==> src/rtl/pd_pkg.sv <==
// rtl/pd_pkg.sv - shared pattern-detector constants, context type and width helper
package pd_pkg;

    localparam int PAT_W = 6;
    localparam logic [PAT_W-1:0] PATTERN = 6'b110110;
    localparam int FCNT_W = $clog2(PAT_W + 1);

    typedef struct packed {
        logic [PAT_W-1:0]  hist;
        logic [FCNT_W-1:0] fcnt;
    } pd_ctx_t;

    // A single-channel build still needs a 1-bit channel index.
    function automatic int ch_w(input int n);
        return (n > 1) ? $clog2(n) : 1;
    endfunction

endpackage

==> src/rtl/pd_step.sv <==
// rtl/pd_step.sv - combinational one-bit step of the shared pattern detector
module pd_step
    import pd_pkg::*;
(
    input  pd_ctx_t ctx_i,
    input  logic    bit_i,
    output pd_ctx_t ctx_o,
    output logic    match_o
);

    always_comb begin
        ctx_o      = ctx_i;
        ctx_o.hist = {ctx_i.hist[PAT_W-2:0], bit_i};
        if (ctx_i.fcnt != FCNT_W'(PAT_W)) begin
            ctx_o.fcnt = ctx_i.fcnt + FCNT_W'(1);
        end
        // A full window is required so zero-filled history never fakes a match.
        match_o = (ctx_o.hist == PATTERN) && (ctx_o.fcnt == FCNT_W'(PAT_W));
    end

endmodule

==> src/rtl/pd_rr_sched.sv <==
// rtl/pd_rr_sched.sv - round-robin scheduler sharing one pattern detector; optional counters via PD_RR_SCHED_MATCH_CNT_EN
module pd_rr_sched
    import pd_pkg::*;
#(
    parameter int N_CH = 4
) (
    input  logic                  clk_i,
    input  logic                  rst_ni,
    input  logic                  flush_i,
    input  logic [N_CH-1:0]       req_valid_i,
    input  logic [N_CH-1:0]       req_data_i,
    output logic [N_CH-1:0]       req_ready_o,
    output logic                  pd_valid_o,
    output logic [ch_w(N_CH)-1:0] pd_ch_o,
    output logic                  pd_o
`ifdef PD_RR_SCHED_MATCH_CNT_EN
    ,
    output logic [N_CH*16-1:0]    match_cnt_o
`endif
);

    localparam int CH_W = ch_w(N_CH);

    logic [CH_W-1:0] rr_ptr_q;
    logic [CH_W-1:0] gnt_idx;
    logic            found;
    logic            xfer;
    pd_ctx_t         ctx_q [N_CH];
    pd_ctx_t         step_ctx;
    logic            step_match;

    // Search starts just after the last winner so every requester is reached within N_CH grants.
    always_comb begin
        found   = 1'b0;
        gnt_idx = '0;
        for (int k = 1; k <= N_CH; k++) begin
            if (!found && req_valid_i[(int'(rr_ptr_q) + k) % N_CH]) begin
                found   = 1'b1;
                gnt_idx = CH_W'((int'(rr_ptr_q) + k) % N_CH);
            end
        end
    end

    assign xfer = found & ~flush_i & rst_ni;

    always_comb begin
        req_ready_o = '0;
        if (xfer) begin
            req_ready_o[gnt_idx] = 1'b1;
        end
    end

    pd_step u_step (
        .ctx_i   (ctx_q[gnt_idx]),
        .bit_i   (req_data_i[gnt_idx]),
        .ctx_o   (step_ctx),
        .match_o (step_match)
    );

    always_ff @(posedge clk_i or negedge rst_ni) begin
        if (!rst_ni) begin
            for (int c = 0; c < N_CH; c++) begin
                ctx_q[c] <= '0;
            end
            rr_ptr_q   <= CH_W'(N_CH - 1);
            pd_valid_o <= 1'b0;
            pd_o       <= 1'b0;
            pd_ch_o    <= '0;
        end else begin
            pd_valid_o <= xfer;
            pd_o       <= xfer & step_match;
            if (xfer) begin
                pd_ch_o  <= gnt_idx;
                rr_ptr_q <= gnt_idx;
            end
            if (flush_i) begin
                for (int c = 0; c < N_CH; c++) begin
                    ctx_q[c] <= '0;
                end
            end else if (xfer) begin
                ctx_q[gnt_idx] <= step_ctx;
            end
        end
    end

`ifdef PD_RR_SCHED_MATCH_CNT_EN
    logic [15:0] cnt_q [N_CH];

    always_ff @(posedge clk_i or negedge rst_ni) begin
        if (!rst_ni) begin
            for (int c = 0; c < N_CH; c++) begin
                cnt_q[c] <= '0;
            end
        end else if (flush_i) begin
            for (int c = 0; c < N_CH; c++) begin
                cnt_q[c] <= '0;
            end
        end else if (xfer && step_match && (cnt_q[gnt_idx] != 16'hFFFF)) begin
            cnt_q[gnt_idx] <= cnt_q[gnt_idx] + 16'd1;
        end
    end

    for (genvar g = 0; g < N_CH; g++) begin : g_cnt
        assign match_cnt_o[g*16 +: 16] = cnt_q[g];
    end
`endif

endmodule

==> config.mk <==
export PLATFORM = sky130hd
export DESIGN_NAME = pd_rr_sched
export DESIGN_NICKNAME = d
export VERILOG_FILES = /design/src/rtl/pd_pkg.sv /design/src/rtl/pd_step.sv /design/src/rtl/pd_rr_sched.sv
export SDC_FILE = /design/constraint.sdc
export NUM_CORES = 1
export LEC_CHECK = 0
export CORE_ASPECT_RATIO = 1.25
export CORE_MARGIN = 10
export CORE_UTILIZATION = 50
export DETAILED_ROUTE_END_ITERATION = 8
export GPL_ROUTABILITY_DRIVEN = 0
export GPL_TIMING_DRIVEN = 0
export PLACE_DENSITY = 0.71
export SYNTH_ARGS = -nofsm -noshare
export SYNTH_HDL_FRONTEND = slang
export SYNTH_SLANG_ARGS = --single-unit
==> constraint.sdc <==
create_clock -name clk_i -period 3.26 [get_ports clk_i]
set_input_delay 0.652 -clock clk_i [delete_from_list [all_inputs] [get_ports clk_i]]
set_output_delay 0.652 -clock clk_i [all_outputs]
set_load 0.05 [all_outputs]
Word level (Yosys, flattened, before mapping)
Index checks and enable logic that the tools add are counted.

Add/subtract/negate cells: 5. Magnitude comparators: 8. Eq/ne operators: 3. Muxes and demuxes: 34. Bitwise gates (word level): 9. Reduce and logical (&&, ||, !) cells: 14.

Operators with widths (count): $mux 36 (2); $bwmux 36 (1); $bmux 9 s2 (1); $demux 9 s2 (1); $lt 3x4->1 const B (4); $mux 8 (2); $mux 1 (14); $bmux 1 s2 (5); $mux 9 (1); $mux 2 (4); $reduce_or 2->1 (4); $eq 6x6->1 const B (1); $logic_and 1x1->1 (6); $add 2x1->2 const B (2); $add 2x2->2 const B (2); $and 1x1->1 const A (4); $mux 4 (1); $add 3x1->3 const B (1); $and 1x1->1 (3); $eq 3x3->1 const B (1); $ge 3x3->1 const B (1); $logic_not 1->1 (3); $lt 2x3->1 const B (1); $lt 3x1->1 const B (1); 7 further kinds (7).

Bits in registers: 42. Input port bits: 11. Output and inout bits: 8. Word-level logic and storage cells: 85.

Depth between registers and ports, before layout
Depth in word-level cells: 25. Gate-level depth with buffers: 10. Depth with buffers taken out: 8.

By module
Synthesis repeated with hierarchy kept, for this count alone.

Cell total of the unflattened synthesis: 212. Area total of the unflattened synthesis: 2414.8 µm².

By module, submodules not included: pd_rr_sched (times used 1, cells an instance 193, area an instance 2270.9 µm², sequential area each 1053.5 µm²); pd_step (times used 1, cells an instance 19, area an instance 143.9 µm², sequential area each 0.0 µm²).

Least setup slack after synthesis
No wires, ideal clock.

Path type: input -> output. Start: input req_valid_i[0]. End: output req_ready_o[3]. Arrival: 2457 ps. Data required time: 2608 ps. Slack: 151 ps. Stages: 7. Buffers on the path: 2. Cell sequence: or2_2 -> a311oi_2 -> buf_4 -> and2_1 -> nand2_1 -> inv_1 -> clkbuf_1.

Cells in the longest elaborated chain, start to end: 18. Elaborated cells on any way between the ends: 34. Classes of those cells: 2 x order compare; 23 x mux; 2 x bitwise; 7 x reduce/logical.

Ends and longest elaborated chain: from (decl) (RTL line pd_rr_sched.sv:10) `input logic [N_CH-1:0] req_valid_i,`; $bmux 1 s2 (RTL line pd_rr_sched.sv:37) `if (!found && req_valid_i[(int'(rr_ptr_q) + k) % N_CH]) begin`; $mux 1 (not written as such) (2 in series) (RTL line pd_rr_sched.sv:37); $mux 1 (RTL line pd_rr_sched.sv:37); $logic_not 1->1 (RTL line pd_rr_sched.sv:37); $logic_and 1x1->1 (RTL line pd_rr_sched.sv:37); $mux 1 (RTL line pd_rr_sched.sv:37); $logic_not 1->1 (RTL line pd_rr_sched.sv:37); $logic_and 1x1->1 (RTL line pd_rr_sched.sv:37); $mux 1 (RTL line pd_rr_sched.sv:37); $logic_not 1->1 (RTL line pd_rr_sched.sv:37); $logic_and 1x1->1 (RTL line pd_rr_sched.sv:37); $mux 2 (RTL line pd_rr_sched.sv:37); $lt 2x3->1 (not written as such) or $ge 2x1->1 (tied branches) (RTL line pd_rr_sched.sv:49) `req_ready_o[gnt_idx] = 1'b1;`; $logic_and 1x1->1 (not written as such) (RTL line pd_rr_sched.sv:49); $mux 1 (not written as such) (RTL line pd_rr_sched.sv:49); $demux 1 s2 (RTL line pd_rr_sched.sv:49); $mux 4 * (RTL line pd_rr_sched.sv:48) `if (xfer) begin`; to (decl) (RTL line pd_rr_sched.sv:12) `output logic [N_CH-1:0] req_ready_o,`.

Every way passes the cells marked *; elsewhere a longest branch is shown, timed or not. The select of a mux whose other input is x is not followed.

Worst setup path in the final report
Start: input req_valid_i[2]. End: output req_ready_o[0].

The elaborated chain is that of the path after synthesis.

==> results_dict.tcl <==
set metrics [dict create \
    critPathBufInv 4 \
    cts.sinks 38 \
    htreeDepth 2 \
    post-route-min-period_ns 3.16 \
    maxCapViolCount 0 \
    postSynth.asyncResetShare_pct 100 \
    postSynthAreaPerCell_um2 10.0 \
    antenna_found_initial 0 \
    start_kind "primary input" \
    antenna_cells 0 \
    grt_util_met2_pct 23.8 \
    slowest_delay_ns 0.53 \
    drcViolationCount 0 \
    grt_max_degree 41 \
    use_met1_pct 16.2 \
    syn-cell-area_um2 1960 \
    overflow 0 \
    ant_nets 0 \
    clk_latency_ns 0.29 \
    ys_types 41 \
    worstMarginPinSlew_ns 0.609 \
    routed_via_density 5.63 \
    worstPathRequired_ns 2.61 \
    total_power_w 0.00123 \
    met3_usage_pct 3.78 \
    wl_per_cell_um 16.4 \
    cts_buffer_depth 2 \
    ys_seq_elements 38 \
    yosysWarnings 0 \
    syn_nets 208 \
    ir_worst_vdd_v 0.000324 \
    status "finished clean" \
    drt_iter0_markers 77 \
    synth.mux.area_fraction_pct 9.77 \
    cp_cell_sequence "clkdlybuf4s50_1 -> inv_1 -> a221o_1 -> a21o_1 -> or3_4 -> inv_2 -> buf_6" \
    synthXorXnorAreaFrac_pct 0 \
    critPathKind "in -> out" \
    path_delay_family "buffers and inverters" \
    hold_violations 0 \
    hp-class "in -> async" \
    start_util_pct 51.8 \
    coreArea_um2 3780 \
    grt_pass1_wl_um 7970 \
    cp.arrival_ns 2.51 \
    cp_slowest_cell "clkdlybuf4s50_1" \
    clockRootBuffer "clkbuf_8" \
    synth_fa_ha_area_share_pct 0.639 \
    final_common_cell "dfrtp_1" \
    wl_um 4610 \
    placementRows 25 \
    fin_ws_ns 0.102 \
    die_height_um 90.0 \
    vias 1583 \
    seq_area_frac_synth_pct 48.7 \
    p_leak_nw 1.08 \
    nNetsFinal 238 \
    grt_usage_pct 14.0 \
    num_io_pins 19 \
    cts-hold-fix-buffers 0 \
    crit_fanout 5 \
    fin_crit_sh_pct 96.9 \
    dieArea_um2 6840 \
    yosys.area_share.simple_pct 24.1 \
    synth_top_family_by_area "simple AND/OR/NAND/NOR gates" \
    synthCells 196 \
    ys.flop_type "dfrtp_1" \
    cts_tree "done" \
    layout_common_cells "dfrtp_1 (36), nand2_1 (31), nand3b_1 (19)" \
    area_growth_pct 21.5 \
    final_max_slew_viol_count 0 \
    finalSetupViolCount 0 \
    numCtsBuffers 5 \
    synth_edf_count 0 \
    grt_pass1_vias 1660 \
    drive_above_1_share_pct 19.4 \
    dp_worst_setup_slack_ns -1.16 \
    first_pass_iters 4 \
    io_buffers 18 \
    die_x_um 76.0 \
    synth_compound_area_share_pct 13.2 \
    fin_setup_tns_ns 0 \
    busiest_layer "met2" \
    clk_pin_slew_ns 0.07 \
    dp_hpwl_um 3280 \
    finClkSkew_ns 0.00476 \
    relSlewSlack_pct 59.4 \
    end_kind "output port" \
    timing.fmax_ghz 0.317 \
    p_per_area_nw_per_um2 517 \
    rsz0062_at_grt "false" \
]
sequential cells by signal, summed over array words and instances (netlist names):
| name | count |
|---|---|
| pd_valid_o | 1 |
| pd_o | 1 |
| rr_ptr_q | 2 |
| ctx_q | 32 |
| pd_ch_o | 2 |
repair_timing:
| action | CTS | global route |
|---|---|---|
| hold endpoints to repair | 0 | 0 |
| pin swaps | 0 | 3 |
| buffers inserted | 4 | 3 |
| gates resized for setup | 34 | 5 |
| setup endpoints to repair | 4 | 13 |
logic make-up after synthesis:
group                    count (synthesis)
AND/OR/NAND/NOR                         88
flip-flops                              38
AO/OA/AOI/OAI                           37
buffers and inverters                   17
multiplexers                            15
adder cells (fa/ha/maj)                  1
layer usage:
metal  routed length (um)  up-vias
met5                    0        -
met4                  136        0
met3                  201       11
met2                 2300       45
met1                 1970      786
li1                     -      741
report_power, final:
group          switching [W]  internal (W)
Clock               0.000153      0.000172
Sequential         0.0000260      0.000508
Combinational       0.000216      0.000157
path summary, 6_finish.rpt:
check / startpoint / end / slack (ns) / cells after the start
worst max-delay path: req_valid_i[2] / req_ready_o[0] / 0.10 / 7
worst min-delay path: rst_ni / ctx_q[7] / 0.33 / 1
worst max register to register: rr_ptr_q[0] / ctx_q[2] / 0.47 / 8
worst min register to register: pd_ch_o[1] / pd_ch_o[1] / 0.49 / 1
max in group asynchronous: rst_ni / rr_ptr_q[0] / 2.56 / 1
min in group clk_i: pd_ch_o[1] / pd_ch_o[1] / 0.49 / 1
synthesized netlist by cell type (2+ instances only):
cell      count  area, um2
mux4_2        3       67.6
nand2b_1      9       56.3
dfrtp_1      36        901
o21ai_1       4       20.0
a21o_1        4       30.0
nor2_1       10       37.5
nand2_1      33        124
nand3b_1     19        143
nor3b_1       2       15.0
nor3_1        2       10.0
buf_4         2       15.0
o21ai_0      17       85.1
mux2i_1      11        110
inv_1         6       22.5
clkbuf_1      7       26.3
nand3_1       5       25.0
dfstp_2       2       52.6
cell type report:
cell class	count	area, um2
clock buffer	8	90.1
buffer	8	41.3
multi-input combinational	141	972
timing repair buffer	25	229
tap	54	67.6
fill	351	1410
inverter	7	26.3
sequential	38	953
through the flow:
step / utilization, % / area [um2] / hold WS [ns] / cells
after floorplan: - / 1960 / 0.356 / 196
after global placement: 58.3 / 2210 / 0.460 / 268
after detailed placement: 58.2 / 2200 / 0.478 / 268
after CTS: 62.2 / 2350 / 0.338 / 279
after global routing: 62.9 / 2380 / 0.346 / 281
final: 62.9 / 2380 / 0.333 / 281
worst register-to-register path, delay by kind of cell, from the launching register on:
family	cells	cell delay, ns
AO/OA/AOI/OAI	4	0.93
multiplexers	1	0.62
flip-flops	1	0.58
adder cells (fa/ha/maj)	1	0.25
AND/OR/NAND/NOR	1	0.24
buffers and inverters	1	0.04
Power figures use the tool's default switching activity.
